### src/rtl/ram512_loader.sv
// Loads a RAM512 from a low-byte-first byte stream, or zero-fills it with FILL.
// Define RAM512_LOADER_READBACK_EN to read back and compare every written word.
module ram512_loader #(
   parameter int          DEPTH = 512,
   parameter logic [15:0] FILL  = 16'h0000
) (
   input  logic                       clk_i,
   input  logic                       reset_n_i,
   input  logic                       start_clear_i,
   input  logic                       stream_start_i,
   input  logic                       stream_end_i,
   input  logic                       byte_valid_i,
   input  logic [7:0]                 byte_data_i,
   output logic                       byte_ready_o,
   output logic [15:0]                ram_in_o,
   output logic                       ram_load_o,
   output logic [$clog2(DEPTH)-1:0]   ram_address_o,
   input  logic [15:0]                ram_out_i,
   output logic                       busy_o,
   output logic                       done_o,
   output logic [$clog2(DEPTH):0]     word_count_o,
   output logic                       overflow_o,
   output logic                       verify_err_o
);

   localparam int             AW        = $clog2(DEPTH);
   localparam logic [AW-1:0]  LAST_ADDR = AW'(DEPTH - 1);

   typedef enum logic [2:0] {
      S_IDLE,
      S_CLEAR,
      S_LO,
      S_HI,
      S_WRITE,
`ifdef RAM512_LOADER_READBACK_EN
      S_VERIFY,
`endif
      S_FULL,
      S_DONE
   } state_t;

   state_t         state_q, state_d;
   logic [AW-1:0]  addr_q, addr_d;
   logic [AW-1:0]  ramAddr_q, ramAddr_d;
   logic [15:0]    ramData_q, ramData_d;
   logic           ramLoad_q, ramLoad_d;
   logic [7:0]     loByte_q, loByte_d;
   logic [AW:0]    wordCount_q, wordCount_d;
   logic           overflow_q, overflow_d;
   logic           endSeen_q, endSeen_d;
`ifdef RAM512_LOADER_READBACK_EN
   logic           clearMode_q, clearMode_d;
   logic           verifyErr_q, verifyErr_d;
`else
   logic           unusedRamOut;
`endif

   logic           xfer;
   logic           endEff;
   state_t         afterWrite;

   assign byte_ready_o  = (state_q == S_LO) || (state_q == S_HI) || (state_q == S_FULL);
   assign xfer          = byte_valid_i && byte_ready_o;
   assign endEff        = stream_end_i || endSeen_q;
   assign busy_o        = (state_q != S_IDLE);
   assign done_o        = (state_q == S_DONE);
   assign ram_in_o      = ramData_q;
   assign ram_address_o = ramAddr_q;
   assign ram_load_o    = ramLoad_q;
   assign word_count_o  = wordCount_q;
   assign overflow_o    = overflow_q;
`ifdef RAM512_LOADER_READBACK_EN
   assign verify_err_o  = verifyErr_q;
`else
   assign verify_err_o  = 1'b0;
   assign unusedRamOut  = ^ram_out_i;
`endif

   // Next state; ramAddr_q/ramData_q only change when a new word is about to be written,
   // so the RAM ports hold the last written word while idle.
   always_comb begin
      state_d     = state_q;
      addr_d      = addr_q;
      ramAddr_d   = ramAddr_q;
      ramData_d   = ramData_q;
      loByte_d    = loByte_q;
      wordCount_d = wordCount_q;
      overflow_d  = overflow_q;
      endSeen_d   = endSeen_q;
`ifdef RAM512_LOADER_READBACK_EN
      clearMode_d = clearMode_q;
      verifyErr_d = verifyErr_q;
`endif

      if (ramAddr_q == LAST_ADDR) begin
         afterWrite = S_FULL;
      end else if (endEff) begin
         afterWrite = S_DONE;
      end else begin
         afterWrite = S_LO;
      end

      case (state_q)
         S_IDLE: begin
            if (start_clear_i || stream_start_i) begin
               addr_d      = '0;
               wordCount_d = '0;
               overflow_d  = 1'b0;
               endSeen_d   = 1'b0;
`ifdef RAM512_LOADER_READBACK_EN
               verifyErr_d = 1'b0;
               clearMode_d = start_clear_i;
`endif
            end
            if (start_clear_i) begin
               state_d   = S_CLEAR;
               ramAddr_d = '0;
               ramData_d = FILL;
            end else if (stream_start_i) begin
               state_d = S_LO;
            end
         end

         S_CLEAR: begin
            wordCount_d = wordCount_q + 1'b1;
`ifdef RAM512_LOADER_READBACK_EN
            state_d = S_VERIFY;
`else
            if (ramAddr_q == LAST_ADDR) begin
               state_d = S_DONE;
            end else begin
               ramAddr_d = ramAddr_q + 1'b1;
            end
`endif
         end

         S_LO: begin
            endSeen_d = endSeen_q || stream_end_i;
            if (xfer) begin
               if (endEff) begin
                  // Last byte of an odd-length stream: write it straight away, high byte zero.
                  ramData_d = {8'h00, byte_data_i};
                  ramAddr_d = addr_q;
                  state_d   = S_WRITE;
               end else begin
                  loByte_d = byte_data_i;
                  state_d  = S_HI;
               end
            end else if (endEff) begin
               state_d = S_DONE;
            end
         end

         S_HI: begin
            endSeen_d = endSeen_q || stream_end_i;
            if (xfer) begin
               ramData_d = {byte_data_i, loByte_q};
               ramAddr_d = addr_q;
               state_d   = S_WRITE;
            end else if (endEff) begin
               ramData_d = {8'h00, loByte_q};
               ramAddr_d = addr_q;
               state_d   = S_WRITE;
            end
         end

         S_WRITE: begin
            endSeen_d   = endSeen_q || stream_end_i;
            wordCount_d = wordCount_q + 1'b1;
            addr_d      = addr_q + 1'b1;
`ifdef RAM512_LOADER_READBACK_EN
            state_d = S_VERIFY;
`else
            state_d = afterWrite;
`endif
         end

`ifdef RAM512_LOADER_READBACK_EN
         S_VERIFY: begin
            if (ram_out_i != ramData_q) begin
               verifyErr_d = 1'b1;
            end
            if (clearMode_q) begin
               if (ramAddr_q == LAST_ADDR) begin
                  state_d = S_DONE;
               end else begin
                  ramAddr_d = ramAddr_q + 1'b1;
                  state_d   = S_CLEAR;
               end
            end else begin
               endSeen_d = endSeen_q || stream_end_i;
               state_d   = afterWrite;
            end
         end
`endif

         S_FULL: begin
            endSeen_d = endSeen_q || stream_end_i;
            if (xfer) begin
               overflow_d = 1'b1;
            end
            if (endEff) begin
               state_d = S_DONE;
            end
         end

         S_DONE: begin
            state_d = S_IDLE;
         end

         default: begin
            state_d = S_IDLE;
         end
      endcase

      ramLoad_d = (state_d == S_WRITE) || (state_d == S_CLEAR);
   end

   always_ff @(posedge clk_i or negedge reset_n_i) begin
      if (!reset_n_i) begin
         state_q     <= S_IDLE;
         addr_q      <= '0;
         ramAddr_q   <= '0;
         ramData_q   <= '0;
         ramLoad_q   <= 1'b0;
         loByte_q    <= '0;
         wordCount_q <= '0;
         overflow_q  <= 1'b0;
         endSeen_q   <= 1'b0;
`ifdef RAM512_LOADER_READBACK_EN
         clearMode_q <= 1'b0;
         verifyErr_q <= 1'b0;
`endif
      end else begin
         state_q     <= state_d;
         addr_q      <= addr_d;
         ramAddr_q   <= ramAddr_d;
         ramData_q   <= ramData_d;
         ramLoad_q   <= ramLoad_d;
         loByte_q    <= loByte_d;
         wordCount_q <= wordCount_d;
         overflow_q  <= overflow_d;
         endSeen_q   <= endSeen_d;
`ifdef RAM512_LOADER_READBACK_EN
         clearMode_q <= clearMode_d;
         verifyErr_q <= verifyErr_d;
`endif
      end
   end

endmodule

### config.mk
export PLATFORM = sky130hd
export DESIGN_NAME = ram512_loader
export DESIGN_NICKNAME = d
export VERILOG_FILES = /design/src/rtl/ram512_loader.sv
export SDC_FILE = /design/constraint.sdc
export NUM_CORES = 1
export LEC_CHECK = 0
export CAP_MARGIN = 20
export CORE_ASPECT_RATIO = 2
export CORE_MARGIN = 5
export CORE_UTILIZATION = 35
export DETAILED_ROUTE_END_ITERATION = 12
export SYNTH_ARGS = -nofsm -noshare
export SYNTH_HDL_FRONTEND = slang
export SYNTH_SLANG_ARGS = --single-unit
### constraint.sdc
create_clock -name clk_i -period 2.3 [get_ports clk_i]
set_input_delay 0.69 -clock clk_i [delete_from_list [all_inputs] [get_ports clk_i]]
set_output_delay 0.69 -clock clk_i [all_outputs]
set_load 0.02 [all_outputs]
==> results.py <==
metrics = {
    "setup_path": {
        "cp_slowest_cell": "dfrtp_2",
        "r2r_end": "ram_address_o[7]",
        "end_kind": "flop",
        "r2r-start": "ram_address_o[1]",
        "cp_slowest_stage_delay_ps": 420,
        "cp.required_ps": 2490,
        "reg2reg_slack_ps": 10,
        "cp.buffers_inverters": 1,
        "cp-startpoint": "ram_address_o[1]",
        "worstSetupPathType": "reg2reg",
        "crit_family": "compound AO/OA/AOI/OAI gates",
        "start_kind": "flop",
        "arrival_ps": 2480,
        "worstPathMaxFanout": 5,
        "reg2regPathDepth": 10,
        "path_cells": "ha_4, and3_4, and3_4, ha_4, and2_4, a211o_1, o2bb2ai_4, xor2_2, buf_4, o2111ai_1",
    },
    "finish": {
        "drive_above_1_share_pct": 22.42,
        "final_common_cell": "dfrtp_1",
        "nFillCells": 765,
        "nets": 426,
        "mostFrequentLayoutCells": "dfrtp_1 (55), clkdlybuf4s50_1 (49), nand2_1 (39), buf_4 (39), o21ai_0 (22)",
        "final_util_pct": 50.92,
        "antenna_cells": 0,
        "stdcell_count": 497,
        "syn_to_final_growth_pct": 43.83,
        "design_area_um2": 4373,
    },
    "clocking": {
        "clock_path_buffers": 2,
        "cts_root_buf": "clkbuf_16",
        "cts_hold_buf": 0,
        "htreeDepth": 3,
        "clock_latency_ps": 330,
        "clk_pin_slew_ps": 50,
        "cts_buffers": 9,
        "clock_sink_count": 58,
        "cts_tree": "built",
    },
    "logic_synthesis": {
        "synthesis.area_um2": 3040,
        "syn_area_per_cell_um2": 10.17,
        "ys_types": 57,
        "yosys_register_bits": 58,
        "synth_top_area_share_pct": 47.74,
        "netlist_instances": 299,
        "synthTopCellsByArea": "dfrtp_1 (48%), nand2_1 (4.8%), mux2i_1 (3.6%)",
        "synth-edff-count": 0,
        "synthesis.nets": 333,
        "async_flop_share_pct": 100.0,
        "ys.flop_type": "dfrtp_1",
        "synth_top_cell_by_area": "dfrtp_1",
        "synth-seq-area-share_pct": 47.74,
        "synth_warnings": 0,
    },
    "timing": {
        "finalWorstSetupSlack_ps": 10.73,
        "fmax_mhz": 436.8,
        "maxSlewViolCount": 0,
        "fin_crit_sh_pct": 99.53,
        "hold_viol_final": 0,
        "period_minus_slack_ps": 2289,
        "grt_setup_unrepaired": "true",
        "worst_slew_pin_slew_ps": 728.8,
        "fin_tns_setup_ps": 0,
        "slew_headroom_pct": 51.23,
        "fin_worst_skew_ps": 5.604,
        "hold_ws_ps": 350.1,
        "setup_violations": 0,
    },
    "global_routing": {
        "grt_usage_pct": 15.65,
        "overflow": 0,
        "antenna_found_initial": 0,
        "grt_pass1_wl_um": 13570,
        "grt_max_degree": 59,
        "grt_pass1_vias": 2663,
    },
    "status": {
        "run_status": "complete, no violations",
    },
    "die": {
        "ios": 71,
        "initial_core_util_pct": 35.40,
        "die_x_um": 75.91,
        "dieArea_um2": 10760,
        "rows": 48,
        "core_um2": 8588,
        "die_h_um": 141.8,
    },
    "route": {
        "dr.pass1.iters": 5,
        "wl_per_cell_um": 16.54,
        "ant_nets": 0,
        "drc_errors": 0,
        "viasPerCell": 5.300,
        "drtIter0Drc": 183,
        "vias": 2634,
        "routed_wl_um": 8218,
    },
    "place": {
        "place_inst": 477,
        "portBuffers": 53,
        "post-place-ws_ps": -196.3,
        "dp_hpwl_um": 5892,
        "place_area_um2": 3971,
        "gp_congestion": 0.8123,
    },
    "power": {
        "p_int_mw": 3.827,
        "p_per_area_nw_per_um2": 1399,
        "power.switching_mw": 2.289,
        "power_frac_seq_pct": 26.2,
        "peakVddDrop_uv": 817.9,
        "comb_power_share_pct": 48.0,
        "power_leakage_nw": 1.957,
        "power.total_mw": 6.116,
        "clockPowerShare_pct": 25.8,
        "netSwitchingFraction_pct": 37.43,
    },
    "job": {
        "drv_cap": 0,
    },
    "min_path": {
        "hold_class": "in2async",
    },
}
cells in the mapped netlist, types with 2 or more instances:
| cell type | number |
|---|---|
| mux2i_1 | 11 |
| dfrtp_1 | 58 |
| nor2b_1 | 2 |
| a32o_1 | 2 |
| a221oi_1 | 2 |
| o31ai_1 | 10 |
| mux2_2 | 8 |
| xnor2_1 | 3 |
| and2_1 | 2 |
| nor3_1 | 2 |
| o21ai_0 | 22 |
| o21ai_1 | 2 |
| a22o_1 | 10 |
| a31oi_1 | 3 |
| buf_2 | 8 |
| ha_1 | 4 |
| nor2_1 | 19 |
| xor2_1 | 5 |
| and4_1 | 2 |
| a21oi_1 | 8 |
| o211ai_1 | 2 |
| nand4_1 | 6 |
| nand2_1 | 39 |
| inv_1 | 9 |
| nand3_1 | 4 |
| or3_1 | 3 |
| buf_6 | 2 |
| and3_1 | 10 |
| buf_4 | 2 |
| nand3b_1 | 3 |
| a22oi_1 | 4 |
| o221ai_1 | 4 |
| nand2b_1 | 4 |
logic make-up (layout without fill, tap and decap cells):
family | Yosys count | in the layout | share of synthesized area, %
AO/OA/AOI/OAI | 81 | 81 | 19.09
adder cells (fa/ha/maj) | 4 | 4 | 1.646
buffers and inverters | 22 | 120 | 3.786
XOR/XNOR | 9 | 9 | 2.840
other | 1 | 1 | 0.1233
multiplexers | 19 | 19 | 6.585
flip-flops | 58 | 58 | 47.74
AND/OR/NAND/NOR | 105 | 105 | 18.19
metal layers:
metal	share of wire (%)	GRT usage [%]	wire, um	up-vias
li1	-	-	-	1284
met1	40	17.71	3278	1275
met2	54	27.76	4448	64
met3	4.3	3.875	351	11
met4	1.7	6.191	140	0
met5	0	0	0	-
power by group through the flow:
stage	combinational (mW)	clock, mW	sequential (mW)
after floorplan	1.39	0	1.82
after global placement	2.86	0	1.60
after detailed placement	2.88	0	1.61
after CTS	2.93	1.61	1.60
after global routing	3.17	1.66	1.65
final	2.94	1.58	1.60
area by class of cell:
type                       count  area, um^2  share of cell area (%)
clock buffer                  11       252.7                   5.780
sequential                    58        1455                   33.28
tap                          100       125.1                   2.861
timing repair buffer          95       874.6                   20.00
inverter                       9       33.78                  0.7725
clock inverter                 5       100.1                   2.289
multi-input combinational    219        1531                   35.02
worst max-delay path by stage:
stage,depth (start not counted),endpoint,slack (ps)
floorplan,9,ram_address_o[0],10
global placement,7,ram_address_o[7],-140
detailed placement,7,ram_address_o[8],-200
CTS,10,ram_address_o[7],3
global route,10,ram_address_o[5],-50
finish,10,ram_address_o[7],10
worst reg2reg max path: stages (launching register included):
cell       delay [ps]
dfrtp_2           420
ha_4              170
and3_4            160
and3_4            180
ha_4              180
and2_4            140
a211o_1           260
o2bb2ai_4         160
xor2_2            200
buf_4             170
o2111ai_1         120
state kept, by name, indices dropped and copies added (netlist names):
| register | count |
|---|---|
| state_q | 3 |
| ram_address_o | 9 |
| loByte_q | 8 |
| overflow_o | 1 |
| endSeen_q | 1 |
| ram_in_o | 16 |
| word_count_o | 10 |
| addr_q | 9 |
| ram_load_o | 1 |
timing repair:
item | CTS | global route
setup buffers | 1 | 3
gates resized for setup | 6 | 1
endpoints found under the setup margin | 10 | 6
pin swaps | 4 | 2
Note: power is estimated with default switching activity, not from simulation.
